`src/rtl/matrix_pkg.sv`:
```
// rtl/matrix_pkg.sv - shared types and constants for the 5x7 matrix scan controller
package matrix_pkg;

  // Glyph code and one column's worth of rows (bit6 = top row)
  typedef logic [2:0] glyph_id_t;
  typedef logic [6:0] col_pattern_t;
  typedef logic [1:0] phase_t;
  typedef logic [2:0] strobe_t;

  // Three mirrored column patterns for one glyph
  typedef struct packed {
    col_pattern_t col_2;
    col_pattern_t col_1;
    col_pattern_t col_0;
  } glyph_cols_t;

  localparam glyph_id_t GLYPH_BLANK = 3'd0;
  localparam glyph_id_t GLYPH_FULL  = 3'd1;
  localparam glyph_id_t GLYPH_H     = 3'd2;
  localparam glyph_id_t GLYPH_O     = 3'd3;
  localparam glyph_id_t GLYPH_I     = 3'd4;
  localparam glyph_id_t GLYPH_T     = 3'd5;
  localparam glyph_id_t GLYPH_UP    = 3'd6;
  localparam glyph_id_t GLYPH_DOWN  = 3'd7;

  localparam int     NUM_PHASES = 3;
  localparam phase_t PHASE_FIRST = 2'd0;
  localparam phase_t PHASE_LAST  = phase_t'(NUM_PHASES - 1);

  localparam strobe_t STROBE_OFF = 3'b000;
  localparam strobe_t STROBE_PH0 = 3'b001;
  localparam strobe_t STROBE_PH1 = 3'b010;
  localparam strobe_t STROBE_PH2 = 3'b100;

  // One-hot strobe for a phase; the unused encoding stays dark
  function automatic strobe_t phase_strobe(input phase_t ph);
    strobe_t s;
    case (ph)
      2'd0:    s = STROBE_PH0;
      2'd1:    s = STROBE_PH1;
      2'd2:    s = STROBE_PH2;
      default: s = STROBE_OFF;
    endcase
    return s;
  endfunction

endpackage

```
`src/rtl/matrix_glyph_rom.sv`:
```
// rtl/matrix_glyph_rom.sv - combinational glyph code to column pattern lookup
module matrix_glyph_rom
  import matrix_pkg::*;
(
  input  logic [2:0] glyph_id,
  output logic [6:0] col_2,
  output logic [6:0] col_1,
  output logic [6:0] col_0
);

  glyph_cols_t cols;

  // Pattern table: columns 0/4 share col_2, 1/3 share col_1, centre column is col_0
  always_comb begin
    cols = '0;
    case (glyph_id)
      GLYPH_BLANK: cols = '{col_2: 7'h00, col_1: 7'h00, col_0: 7'h00};
      GLYPH_FULL:  cols = '{col_2: 7'h7F, col_1: 7'h7F, col_0: 7'h7F};
      GLYPH_H:     cols = '{col_2: 7'h7F, col_1: 7'h08, col_0: 7'h08};
      GLYPH_O:     cols = '{col_2: 7'h3E, col_1: 7'h41, col_0: 7'h41};
      GLYPH_I:     cols = '{col_2: 7'h41, col_1: 7'h41, col_0: 7'h7F};
      GLYPH_T:     cols = '{col_2: 7'h40, col_1: 7'h40, col_0: 7'h7F};
      GLYPH_UP:    cols = '{col_2: 7'h10, col_1: 7'h20, col_0: 7'h7F};
      GLYPH_DOWN:  cols = '{col_2: 7'h04, col_1: 7'h02, col_0: 7'h7F};
      default:     cols = '0;
    endcase
  end

  assign col_2 = cols.col_2;
  assign col_1 = cols.col_1;
  assign col_0 = cols.col_0;

endmodule

```
`src/rtl/matrix_scan_controller.sv`:
```
// rtl/matrix_scan_controller.sv - column strobe sequencer with double-buffered glyph requests
module matrix_scan_controller
  import matrix_pkg::*;
#(
  parameter int TICK_W      = 16,
  parameter int PHASE_TICKS = 16666,
  parameter int BLANK_TICKS = 500
) (
  input  logic       clk,
  input  logic       rst_n,
  input  logic       enable,
  input  logic       glyph_valid,
  input  logic [2:0] glyph_id,
  output logic       glyph_ready,
  output logic [2:0] ring_counter,
  output logic [6:0] col_2,
  output logic [6:0] col_1,
  output logic [6:0] col_0,
  output logic       frame_done
);

  localparam logic [TICK_W-1:0] TICK_LAST  = TICK_W'(PHASE_TICKS - 1);
  localparam logic [TICK_W-1:0] TICK_BLANK = TICK_W'(BLANK_TICKS);
  localparam logic [TICK_W-1:0] TICK_ONE   = TICK_W'(1);

  logic [TICK_W-1:0] tick_q, tick_d;
  phase_t            phase_q, phase_d;
  strobe_t           ring_q, ring_d;
  logic              frame_done_q, frame_done_d;

  glyph_id_t         active_id_q, active_id_d;
  glyph_id_t         pending_id_q, pending_id_d;
  logic              pending_full_q, pending_full_d;
  logic              glyph_ready_q, glyph_ready_d;

  col_pattern_t      col_2_q, col_2_d;
  col_pattern_t      col_1_q, col_1_d;
  col_pattern_t      col_0_q, col_0_d;
  col_pattern_t      rom_col_2, rom_col_1, rom_col_0;

  logic              frame_boundary;
  logic              in_blank;
  logic              accept;
  logic              promote;

  // Last tick of the last phase: the only point where a new glyph may take over
  assign frame_boundary = enable && (tick_q == TICK_LAST) && (phase_q == PHASE_LAST);
  assign in_blank       = (tick_q < TICK_BLANK);
  assign accept         = glyph_valid && glyph_ready_q;
  // With the scan stopped there is no frame to tear, so promote straight away
  assign promote        = pending_full_q && (frame_boundary || !enable);

  // Phase tick counter and phase sequencer; disable parks both at the start of a frame
  always_comb begin
    tick_d  = tick_q;
    phase_d = phase_q;
    if (!enable) begin
      tick_d  = '0;
      phase_d = PHASE_FIRST;
    end else if (tick_q == TICK_LAST) begin
      tick_d  = '0;
      phase_d = (phase_q == PHASE_LAST) ? PHASE_FIRST : phase_q + 2'd1;
    end else begin
      tick_d = tick_q + TICK_ONE;
    end
  end

  // Strobe and frame pulse, one clock behind the counters
  always_comb begin
    ring_d       = STROBE_OFF;
    frame_done_d = frame_boundary;
    if (enable && !in_blank) begin
      ring_d = phase_strobe(phase_q);
    end
  end

  // Pending/active glyph buffer; ready always mirrors the slot state one edge later
  always_comb begin
    active_id_d    = active_id_q;
    pending_id_d   = pending_id_q;
    pending_full_d = pending_full_q;
    if (promote) begin
      active_id_d    = pending_id_q;
      pending_full_d = 1'b0;
    end
    if (accept) begin
      pending_id_d   = glyph_id;
      pending_full_d = 1'b1;
    end
    glyph_ready_d = !pending_full_d;
  end

  matrix_glyph_rom u_rom (
    .glyph_id (active_id_q),
    .col_2    (rom_col_2),
    .col_1    (rom_col_1),
    .col_0    (rom_col_0)
  );

  // Column patterns follow the active glyph through one register stage
  always_comb begin
    col_2_d = rom_col_2;
    col_1_d = rom_col_1;
    col_0_d = rom_col_0;
  end

  // Scan timing state
  always_ff @(posedge clk or negedge rst_n) begin
    if (!rst_n) begin
      tick_q       <= '0;
      phase_q      <= PHASE_FIRST;
      ring_q       <= STROBE_OFF;
      frame_done_q <= 1'b0;
    end else begin
      tick_q       <= tick_d;
      phase_q      <= phase_d;
      ring_q       <= ring_d;
      frame_done_q <= frame_done_d;
    end
  end

  // Glyph buffer state; reset drops any request still waiting in the slot
  always_ff @(posedge clk or negedge rst_n) begin
    if (!rst_n) begin
      active_id_q    <= GLYPH_BLANK;
      pending_id_q   <= GLYPH_BLANK;
      pending_full_q <= 1'b0;
      glyph_ready_q  <= 1'b1;
    end else begin
      active_id_q    <= active_id_d;
      pending_id_q   <= pending_id_d;
      pending_full_q <= pending_full_d;
      glyph_ready_q  <= glyph_ready_d;
    end
  end

  // Registered column outputs
  always_ff @(posedge clk or negedge rst_n) begin
    if (!rst_n) begin
      col_2_q <= '0;
      col_1_q <= '0;
      col_0_q <= '0;
    end else begin
      col_2_q <= col_2_d;
      col_1_q <= col_1_d;
      col_0_q <= col_0_d;
    end
  end

  assign ring_counter = ring_q;
  assign frame_done   = frame_done_q;
  assign glyph_ready  = glyph_ready_q;
  assign col_2        = col_2_q;
  assign col_1        = col_1_q;
  assign col_0        = col_0_q;

endmodule
```
`config.mk`:
```
export PLATFORM = sky130hd
export DESIGN_NAME = matrix_scan_controller
export DESIGN_NICKNAME = d
export VERILOG_FILES = /design/src/rtl/matrix_pkg.sv /design/src/rtl/matrix_glyph_rom.sv /design/src/rtl/matrix_scan_controller.sv
export SDC_FILE = /design/constraint.sdc
export NUM_CORES = 1
export LEC_CHECK = 0
export CAP_MARGIN = 30
export CORE_UTILIZATION = 25
export CTS_CLUSTER_DIAMETER = 30
export DETAILED_ROUTE_END_ITERATION = 6
export PLACE_DENSITY_LB_ADDON = 0.25
export SLEW_MARGIN = 20
export SYNTH_ARGS = -nofsm -noshare
export SYNTH_HDL_FRONTEND = slang
export SYNTH_HIERARCHICAL = 1
export SYNTH_SLANG_ARGS = --single-unit
```
`constraint.sdc`:
```
create_clock -name clk -period 3.6 [get_ports clk]
set_input_delay 0.54 -clock clk [delete_from_list [all_inputs] [get_ports clk]]
set_output_delay 0.54 -clock clk [all_outputs]
set_load 0.01 [all_outputs]
```
==> impl_results.rst <==
.. list-table::
   :header-rows: 1

   * - Metric
     - Value
   * - Final Routed Wirelength
     - 4.04 mm
   * - WS Path Type
     - reg2reg
   * - Number of buffers and inverters on the critical path
     - 1
   * - Final critical-path share of the clock period
     - 53.2%
   * - Count of final setup violators
     - 0
   * - Mapped Avg Cell Area
     - between 10 and 15 um2
   * - Required time at the endpoint of the critical path
     - about 3.8 ns
   * - Layout cell share with drive strength beyond 1
     - 9.65%
   * - Layout overhead on the synthesized area
     - 19.7%
   * - Unrepaired setup endpoints after global routing
     - false
   * - Cells resized by post-CTS repair
     - 0
   * - Number of clock sinks seen by CTS
     - 51
   * - Starting density of the core
     - around a quarter
   * - Post-DR vias/cell
     - ~4.4
   * - Number of buffers created by CTS
     - 5
   * - Normalized max-slew margin
     - approximately half
   * - Maximum number of buffers from clock root to sink
     - 2
   * - Clock root cell
     - clkbuf_8
   * - CP max FO
     - 16
   * - Maximum achievable frequency
     - 523 MHz
   * - Dominant synthesized flop cell
     - dfrtp_1
   * - Wire length of the first global-routing pass
     - 7.18 mm
   * - Measured slew at the worst slew-check pin
     - ~0.73 ns
   * - Number of H-tree levels
     - 2
   * - Post-route clock skew
     - 0.00933 ns
   * - Worst ir drop on vdd
     - 0.144 mV
   * - Final sum of negative setup slack
     - 0 ns
   * - Reg-to-reg slack, setup
     - between 1.5 and 2 ns
   * - Per-cell routed wire length
     - between 10 and 15 um
   * - Number of synthesized flops with an enable pin
     - 0
   * - Synth async-reset ratio
     - between 90% and 100%
   * - DIE AREA
     - 9450 um2
   * - Max-slew violation count
     - 0
   * - Outcome
     - completed
   * - Critical path origin
     - tick_q[1]$_DFF_PN0_
   * - Most area-hungry cell type in the Yosys netlist
     - dfrtp_1
   * - Syn nets
     - 215
   * - Depth of the worst register-to-register path
     - 6
   * - Post-CTS Repair Setup Buffers
     - 0
   * - Width of the die
     - a little under 100 um
   * - Maximum cell stage delay along the critical path
     - roughly 0.52 ns
   * - RR Endpoint
     - tick_q[8]$_DFF_PN0_
   * - Number of buffer cells added on primary ports
     - 32
   * - Time the final worst path needs with I/O delays and setup
     - about 1.9 ns
   * - Largest cells by area after synthesis
     - dfrtp_1 55%, ha_1 3.9%, nand2_1 3.1%
   * - Std-Cell Core Area
     - 8760 um2
   * - Cell with the largest stage delay on the worst path
     - nand2_1
   * - DRC Markers
     - 0
   * - Post-Syn Area
     - ~2300 um2
   * - Post-synth top cells
     - 50 x dfrtp_1, 19 x nand2_1, 17 x nor2_1
   * - Part of the Yosys area used for sequential elements
     - between 50% and 60%
   * - Most frequent cell after synthesis
     - dfrtp_1
   * - Starting DRC count in detailed routing
     - 66
   * - Net count, final
     - between 200 and 250
   * - Core utilization of the finished layout
     - a little under a third
   * - Data arrival at the endpoint of the critical path
     - 2.08 ns
   * - Dominant delay contributor by cell family on the critical path
     - simple AND/OR/NAND/NOR gates
   * - Pin count of the biggest net entering global routing
     - 34
   * - Final weighted congestion in routability-driven placement
     - between 0.7 and 0.8
   * - Clock transition time at the flip-flop clock pins of the worst setup and hold paths
     - approximately 0.10 ns
   * - TritonCTS clock tree
     - built
   * - Final HPWL DP
     - about 2.8 mm
   * - Post-synth top area share
     - between 50% and 60%
   * - Number of diodes
     - 0
   * - Die span in y
     - just under 100 um
   * - Grt ovf
     - 0
   * - Worst reg2reg startpoint
     - tick_q[1]$_DFF_PN0_
   * - Final Worst Setup Slack
     - 1.69 ns
   * - Number of register bits inferred by synthesis
     - 51
   * - Number of detailed-routing iterations run before antenna repair
     - 4
   * - Worst setup slack before clock tree synthesis
     - between 1.5 and 2 ns
   * - Number of max-cap violations
     - 0
   * - Power density normalized to cell area
     - 434 nW/um2
   * - Count of distinct cell types in the synthesized netlist
     - 46
   * - Leakage power of the design
     - roughly 1.2 nW
   * - Fin. Hold Viols
     - 0
   * - Total number of placement rows
     - 34
   * - Global-route usage over all layers
     - a little under a tenth
   * - Worst skew pair latency
     - about 0.30 ns
   * - Yosys warning total
     - 6
   * - Layout fillers
     - 937
   * - Gate count after technology mapping
     - ~200
   * - Count of vias placed by the detailed router
     - between 1k and 1.5k
   * - Vias in the first global route
     - roughly 1.4k
   * - Worst hold path type
     - in2async
   * - Remaining antenna violation count after routing
     - 0
   * - Cts hold-fix bufs
     - 0
   * - Critical Path Sink Type
     - flop
   * - I/O pins
     - 33
   * - Startpoint kind of the worst setup timing path
     - flop
   * - Antenna violations before repair
     - 0
   * - Worst path cell trace
     - inv_1 > ha_1 > and4bb_2 > nand4_2 > nand2_1 > nor2_1
registers in the layout, indices dropped and copies added (netlist names):
signal          cells
tick_q             16
col_0               7
col_1               7
col_2               7
active_id_q         3
pending_id_q        3
ring_counter        3
phase_q             2
frame_done          1
glyph_ready         1
pending_full_q      1
kinds of logic (layout without fill, tap and decap cells):
group	Yosys count	after routing	share of synthesized area, %
AOI/OAI and AO/OA	20	20	6.13
and+or+nand+nor	82	82	20.5
DFF	51	51	56.4
muxes	5	5	2.37
xor gates and xnor gates	12	12	4.64
adders and majority gates	7	7	3.87
buffers and inverters	24	51	6.07
layout make-up:
cell class | count | area (um2) | area share (%)
Inverter | 10 | 37.5 | 1.38
Clock inverter | 3 | 18.8 | 0.692
Clock buffer | 5 | 68.8 | 2.54
Tap cell | 108 | 135 | 4.98
Timing Repair Buffer | 33 | 323 | 11.9
Sequential cell | 51 | 1280 | 47.1
Multi-Input combinational cell | 126 | 851 | 31.4
layout by cell type (no fill, tap or decap), types with 2 or more instances in the layout:
cell / instances
dfrtp_1: 50
clkdlybuf4s50_1: 31
nand2_1: 19
nor2_1: 17
nor3_1: 9
inv_1: 9
xor2_1: 7
ha_1: 7
o21ai_0: 5
xnor2_1: 5
nand3_1: 5
clkbuf_8: 5
nand4_1: 4
or2_1: 4
nor2b_1: 3
a21oi_1: 3
nand2b_1: 3
a32oi_1: 3
a311o_1: 3
mux2_2: 3
o211ai_1: 2
and4_1: 2
or3_1: 2
mux2i_1: 2
clkinv_2: 2
a21boi_1: 2
routing by layer:
| metal | GRT usage [%] | wire length, um |
|---|---|---|
| met5 | 0 | 0 |
| met4 | 3.79 | 73 |
| met3 | 2.66 | 204 |
| met2 | 14.3 | 1760 |
| met1 | 12.7 | 2000 |
metrics by stage:
step                      cells  total power [mW]  instance area, um2  hold slack, ns
after floorplan             201             0.769                2270           0.244
after global placement      328             0.862                2620           0.493
after detailed placement    328             0.863                2620           0.494
after CTS                   336              1.20                2710           0.318
after global routing        336              1.25                2710           0.344
final                       336              1.18                2710           0.289
worst max path at each step:
stage / cells past startpoint / endpoint / slack (ns)
global placement: 5 / active_id_q[1]$_DFFE_PN0P_ / 1.58
global route: 6 / tick_q[6]$_DFF_PN0_ / 1.50
finish: 6 / tick_q[8]$_DFF_PN0_ / 1.69
CTS: 6 / tick_q[8]$_DFF_PN0_ / 1.63
detailed placement: 3 / tick_q[15]$_DFF_PN0_ / 1.54
floorplan: 7 / phase_q[0]$_DFFE_PN0P_ / 2.05
power by group:
group	switching, mW	total (mW)	leakage [nW]	internal [mW]
logic	0.0807	0.185	0.504	0.104
clock network	0.193	0.331	0.0483	0.137
registers	0.0363	0.662	0.639	0.625
No activity file was read; power rests on OpenSTA's default activity.
